`src/rtl/fifo_in_stage.sv`:
```
// First-word fall-through FIFO in front of the WIDTH-bit register stage.
// Reports occupancy and full/empty status, and latches push attempts made while full.
module fifo_in_stage #(
    parameter int WIDTH = 8,
    parameter int DEPTH = 4
) (
    input  logic                       i_clk,
    input  logic                       i_rst_n,
    input  logic                       i_flush,
    input  logic                       i_valid,
    output logic                       o_ready,
    input  logic [WIDTH-1:0]           i_d,
    output logic                       o_valid,
    input  logic                       i_ready,
    output logic [WIDTH-1:0]           o_q,
    output logic [$clog2(DEPTH):0]     o_count,
    output logic                       o_full,
    output logic                       o_empty,
    output logic                       o_overflow
);
    localparam int AW = $clog2(DEPTH);

    logic [AW:0]      wr_ptr_r;
    logic [AW:0]      rd_ptr_r;
    logic             overflow_r;
    logic [WIDTH-1:0] mem_r [DEPTH];

    logic [AW:0]      count_s;
    logic             full_s;
    logic             empty_s;
    logic             push_s;
    logic             pop_s;

    // Pointers carry one extra wrap bit, so their difference is the occupancy.
    assign count_s = wr_ptr_r - rd_ptr_r;
    assign full_s  = (count_s == (AW+1)'(DEPTH));
    assign empty_s = (count_s == {(AW+1){1'b0}});

    // Handshake qualification from registered status only.
    always_comb begin
        push_s = 1'b0;
        pop_s  = 1'b0;
        if (!i_flush) begin
            push_s = i_valid & ~full_s;
            pop_s  = i_ready & ~empty_s;
        end else begin
            push_s = 1'b0;
            pop_s  = 1'b0;
        end
    end

    // Pointer and sticky overflow state; flush overrides any push or pop.
    always_ff @(posedge i_clk or negedge i_rst_n) begin
        if (!i_rst_n) begin
            wr_ptr_r   <= {(AW+1){1'b0}};
            rd_ptr_r   <= {(AW+1){1'b0}};
            overflow_r <= 1'b0;
        end else if (i_flush) begin
            wr_ptr_r   <= {(AW+1){1'b0}};
            rd_ptr_r   <= {(AW+1){1'b0}};
            overflow_r <= 1'b0;
        end else begin
            if (push_s) begin
                wr_ptr_r <= wr_ptr_r + {{AW{1'b0}}, 1'b1};
            end
            if (pop_s) begin
                rd_ptr_r <= rd_ptr_r + {{AW{1'b0}}, 1'b1};
            end
            if (i_valid && full_s) begin
                overflow_r <= 1'b1;
            end
        end
    end

    // Storage array is intentionally left unreset.
    always_ff @(posedge i_clk) begin
        if (push_s) begin
            mem_r[wr_ptr_r[AW-1:0]] <= i_d;
        end
    end

    // Head word is forced to zero while nothing is held.
    always_comb begin
        o_q = {WIDTH{1'b0}};
        if (!empty_s) begin
            o_q = mem_r[rd_ptr_r[AW-1:0]];
        end else begin
            o_q = {WIDTH{1'b0}};
        end
    end

    assign o_count    = count_s;
    assign o_full     = full_s;
    assign o_empty    = empty_s;
    assign o_ready    = ~full_s;
    assign o_valid    = ~empty_s;
    assign o_overflow = overflow_r;
endmodule

```
`config.mk`:
```
export PLATFORM = sky130hd
export DESIGN_NAME = fifo_in_stage
export DESIGN_NICKNAME = d
export VERILOG_FILES = /design/src/rtl/fifo_in_stage.sv
export SDC_FILE = /design/constraint.sdc
export NUM_CORES = 1
export LEC_CHECK = 0
export BUFFER_PORTS_ARGS = -buffer_cell sky130_fd_sc_hd__buf_2
export CELL_PAD_IN_SITES_DETAIL_PLACEMENT = 1
export CELL_PAD_IN_SITES_GLOBAL_PLACEMENT = 1
export CORE_MARGIN = 5
export CORE_UTILIZATION = 40
export DETAILED_ROUTE_END_ITERATION = 8
export HOLD_SLACK_MARGIN = 0.12
export MAX_ROUTING_LAYER = met4
export PLACE_DENSITY = 0.69
export SYNTH_ARGS = -nofsm -noshare
export SYNTH_HDL_FRONTEND = slang
export SYNTH_SLANG_ARGS = --single-unit
```
`constraint.sdc`:
```
create_clock -name i_clk -period 4.1 [get_ports i_clk]
set_input_delay 0.615 -clock i_clk [delete_from_list [all_inputs] [get_ports i_clk]]
set_output_delay 0.615 -clock i_clk [all_outputs]
set_load 0.02 [all_outputs]
```
======== Word level (Yosys, flattened, before mapping) ========
Memory sizes are Yosys's and may differ from the RTL's.
Index checks and enable logic that the tools add are counted.
cells by class
  bitwise logic cells ..................... 4
  mux-type cells .......................... 11
  reductions and logical operators ........ 5
  eq/ne operators ......................... 1
  add/sub/neg operators ................... 3
operators with widths
  operator                                                        count
  3-bit 2-to-1 mux                                                4
  8-bit 2-to-1 mux                                                1
  3-bit by 1-bit adder with 3-bit output (second input constant)  2
  1-bit 2-to-1 mux                                                6
  2-bit nonzero test                                              3
  3-bit equality test (second input constant)                     1
  3-bit logical NOT                                               1
  3-bit subtractor                                                1
  1-bit AND                                                       2
  1-bit NOT                                                       2
  1-bit logical AND                                               1
storage, ports and cells
  output and inout bits ................... 16
  logic and storage cells ................. 28
  RAM bits ................................ 32
  bits of input ports ..................... 13
  bits in registers ....................... 7
  memories ................................ 1
memories
  memory  words  width  read ports  clocked after Yosys merged registers in  write ports  line  text
  mem_r   4      8      1           0                                        1            26    logic [WIDTH-1:0] mem_r [DEPTH];

======== Logic depth before layout (Yosys ltp) ========
  depth after elaboration ................. 7
  depth in mapped cells ................... 7

======== Worst setup path before layout ========
OpenSTA, ideal clock, no wires.
  path type ............................... register to output
  start point ............................. register wr_ptr_r[0]
  end point ............................... output port o_valid
  buffers on the path ..................... 0
  data required time ...................... 3485 ps
  setup slack ............................. 1513 ps
  stages on the path, launching flop included .. 8
  data arrival time ....................... 1972 ps
  cells stage by stage .................... dfrtp_1 > inv_1 > ha_1 > fa_1 > xnor3_2 > inv_2 > nor2_2 > inv_1
between the ends
  cells in the longest elaborated chain, start to end .. 3
ends and longest elaborated chain
  element                 line  text
  from (decl)             23    logic [AW:0] wr_ptr_r;
  from (signal assigned)  55    wr_ptr_r <= {(AW+1){1'b0}};
  from (signal assigned)  59    wr_ptr_r <= {(AW+1){1'b0}};
  from (signal assigned)  64    wr_ptr_r <= wr_ptr_r + {{AW{1'b0}}, 1'b1};
  3-bit subtractor        35    assign count_s = wr_ptr_r - rd_ptr_r;
  net o_count[2]          16    output logic [$clog2(DEPTH):0] o_count,
  3-bit logical NOT       37    assign empty_s = (count_s == {(AW+1){1'b0}});
  net o_empty             18    output logic o_empty,
  1-bit NOT               96    assign o_valid = ~empty_s;
  to (decl)               13    output logic o_valid,
The timed path passes the listed nets, and every way through them passes these cells.

======== Worst setup path after layout ========
  start point ............................. register rd_ptr_r[0]
  end point ............................... output port o_q[1]
between the ends
  cells in the longest elaborated chain, start to end .. 3
  elaborated cells on any way between the ends .. 4
ends and longest elaborated chain
  element                 line  text
  from (decl)             24    logic [AW:0] rd_ptr_r;
  from (signal assigned)  56    rd_ptr_r <= {(AW+1){1'b0}};
  from (signal assigned)  60    rd_ptr_r <= {(AW+1){1'b0}};
  from (signal assigned)  67    rd_ptr_r <= rd_ptr_r + {{AW{1'b0}}, 1'b1};
  3-bit subtractor        35
  3-bit logical NOT       37
  8-bit 2-to-1 mux *      85    if (!empty_s) begin
  to (decl)               15    output logic [WIDTH-1:0] o_q,
Every way passes the cells marked *; elsewhere a longest branch is shown, timed or not.

==> run summary <==
Top-count cell post-synth - edfxtp_1
Rows - 24
Adder-Cell Fraction of Synth Area - 0.0606
CTS sink cnt - 39
Final Critical Period - 3210 ps
Crit share post-route - 0.783
Pin count of the biggest net entering global routing - 18
Status - complete, no violations
Layout Area Growth over Synthesis - 19.2%
Slew Viols, Final - 0
Setup TNS - 0 ps
Simple-Gate Fraction of Synth Area - 0.104
Starting Density - 0.411
Chip width - 76.6 um
Post-Syn Instances - 111
Area post-placement - 2000 um^2
Largest family of logic cells by synthesized area - multiplexers
Worst-Skew Late Latency - 280 ps
Post-CTS Setup Inserts - 0
Area contributors post-synth - edfxtp_1 54%, mux4_2 10%, dfrtp_1 9.9%
Clock Path Buffers - 2
IO buf count - 28
Final setup violation count - 0
Hold Crit Class - input port to asynchronous set/reset pin
Cell Area, Synth - 1780 um^2
CTS tree - yes
Number of buffers created by CTS - 5
XOR/XNOR Fraction of Synth Area - 0.0134
H-tree levels - 2
Worst Reg-to-Reg Cells - 6
Area leader, netlist - edfxtp_1
IO Pins - 29
First-pass GRT wire length - 5560 um
Fill count - 458
Top cell type's share of synthesized area - 0.541
Total Routed Length - 3390 um
DR vias/cell - 5.03
Cts repair resizes - 0
Max Clock Skew - 12.2 ps
Pwr dens - 693 nW/um^2
Yosys warns - 0
Layout cell share with drive strength beyond 1 - 0.372
CP Class - register to output port
Fmax - 311 MHz
Fin nets - 168
Worst-case headroom to the max-slew limit - 0.580
Max-cap violations - 0
Number of synthesized flops with an enable pin - 32
Reg2Reg Launch Point - rd_ptr_r[0]
Grt ovf - 0
Worst Path Max Fanout - 12
Worst R2R End - mem_r[2][2]
N_diodes - 0
Critical Path Start Type - register
Die area - 5870 um^2
Sequential share of the synthesized area - 0.639
Placeable Area - 4320 um^2
Arr. time, crit path - 2600 ps
Top FF cell, synth - edfxtp_1
Detail Placement HPWL - 2450 um
Synth cell types - 27
Avg Inst Size Synth - 16.0 um^2
Worst EP required - 3480 ps
Synthesized net count - 132
DRT Pass-1 Iters - 4
DR WL/cell - 17.0 um
Mux share of post-synthesis cell area - 0.132
Crit path cell chain - ha_1 -> fa_1 -> xnor3_2 -> inv_2 -> nor2_2 -> nor2b_1 -> buf_2
Count of hold-fix buffers inserted at cts - 0
RSZ-0062 raised after global routing - false
Design area - 2120 um^2
Internal reg-to-reg setup slack - 1530 ps
DRT iter0 DRCs - 39
Vias in the first global route - 1063
CP endpoint kind - output port
Leakage - 0.852 nW
ANT nets after route - 0
Crit path max-delay cell type - dfrtp_1
FFs w/ async S/R, synth - 0.179
Vias - 1006
Die height - 76.6 um
Root Driver - clkbuf_8
Peak supply drop - 0.264 mV
Clock slew at reported path FFs - 80 ps
CP peak stage delay - 610 ps
Final hold violation count - 0
Placer Congestion - 0.755
DRC - 0
Antenna violations before repair - 0
Worst-Margin Slew - 630 ps
Flop and latch count out of synthesis - 39
Total track usage - 0.127
Commonest cells post-synth - 32 x edfxtp_1, 10 x nor2b_1, 8 x mux4_2
Synth Area in Compound Gates - 0.0275
## flip-flops by register name, indices dropped and copies added (netlist names)
| register | count |
|---|---|
| o_overflow | 1 |
| wr_ptr_r | 3 |
| rd_ptr_r | 3 |
| mem_r | 32 |
## kinds of logic after synthesis
group                    Yosys count
flip-flops                        39
AND/OR/NAND/NOR                   32
multiplexers                      13
buffers and inverters             11
adder cells (fa/ha/maj)            8
AO/OA/AOI/OAI                      7
XOR/XNOR                           1
## worst max-delay path by stage
stage	from	end	slack, ps	cells past startpoint
final	rd_ptr_r[0]	o_q[1]	890	7
after global routing	rd_ptr_r[0]	o_q[1]	690	7
after CTS	rd_ptr_r[0]	o_q[1]	790	7
after detailed placement	rd_ptr_r[0]	o_q[1]	1110	7
after global placement	rd_ptr_r[0]	o_q[2]	1210	7
after floorplan	wr_ptr_r[0]	o_valid	1510	7
## layer usage
layer,part of all wire,track usage,vias to the layer above
met5,0,-,-
met2,0.53,0.203,15
li1,-,-,477
met1,0.42,0.153,512
met3,0.036,0.0343,2
met4,0.0085,0.0472,0
## worst max-delay path, delay by kind of cell, from the launching register on
kind / cells / cell delay [ps]
buffers and inverters: 2 / 270
xor gates and xnor gates: 1 / 260
adders and majority gates: 2 / 690
and+or+nand+nor: 2 / 480
DFF: 1 / 610
## cells in the final DEF (no fill, tap or decap), types with 4 or more instances in the layout
cell type	netlist	layout
buf_2	0	28
buf_4	0	4
clkbuf_8	0	6
dfrtp_1	7	7
edfxtp_1	32	32
ha_1	7	7
inv_1	7	7
mux4_2	8	8
nand2b_1	5	5
nor2_1	6	6
nor2b_1	10	10
nor3b_1	4	4
## cell type report
class / instances / area, um^2 / share of cell area
clock buffer: 6 / 82.6 / 0.0390
clock inverter: 2 / 35.0 / 0.0165
inverter: 8 / 30.0 / 0.0142
multi-input combinational: 61 / 598 / 0.283
sequential: 39 / 1140 / 0.537
tap: 52 / 65.1 / 0.0307
timing repair buffer: 32 / 170 / 0.0804
## report_power, final
group	switching (mW)	internal [mW]	leakage, nW
Sequential	0.0481	0.469	0.386
Combinational	0.386	0.240	0.405
Clock	0.127	0.197	0.0612
## per-stage QoR
step | hold slack (ps) | util | setup slack [ps] | power (mW) | std cells
4_1_cts | 158 | 0.490 | 793 | 1.50 | 200
5_1_grt | 153 | 0.490 | 692 | 1.56 | 200
3_5_place_dp | 476 | 0.462 | 1110 | 1.17 | 192
6_report | 161 | 0.490 | 889 | 1.47 | 200
3_3_place_gp | 469 | 0.462 | 1210 | 1.15 | 192
2_1_floorplan | 319 | - | 1510 | 0.953 | 111
Note: power is estimated with default switching activity, not from simulation.
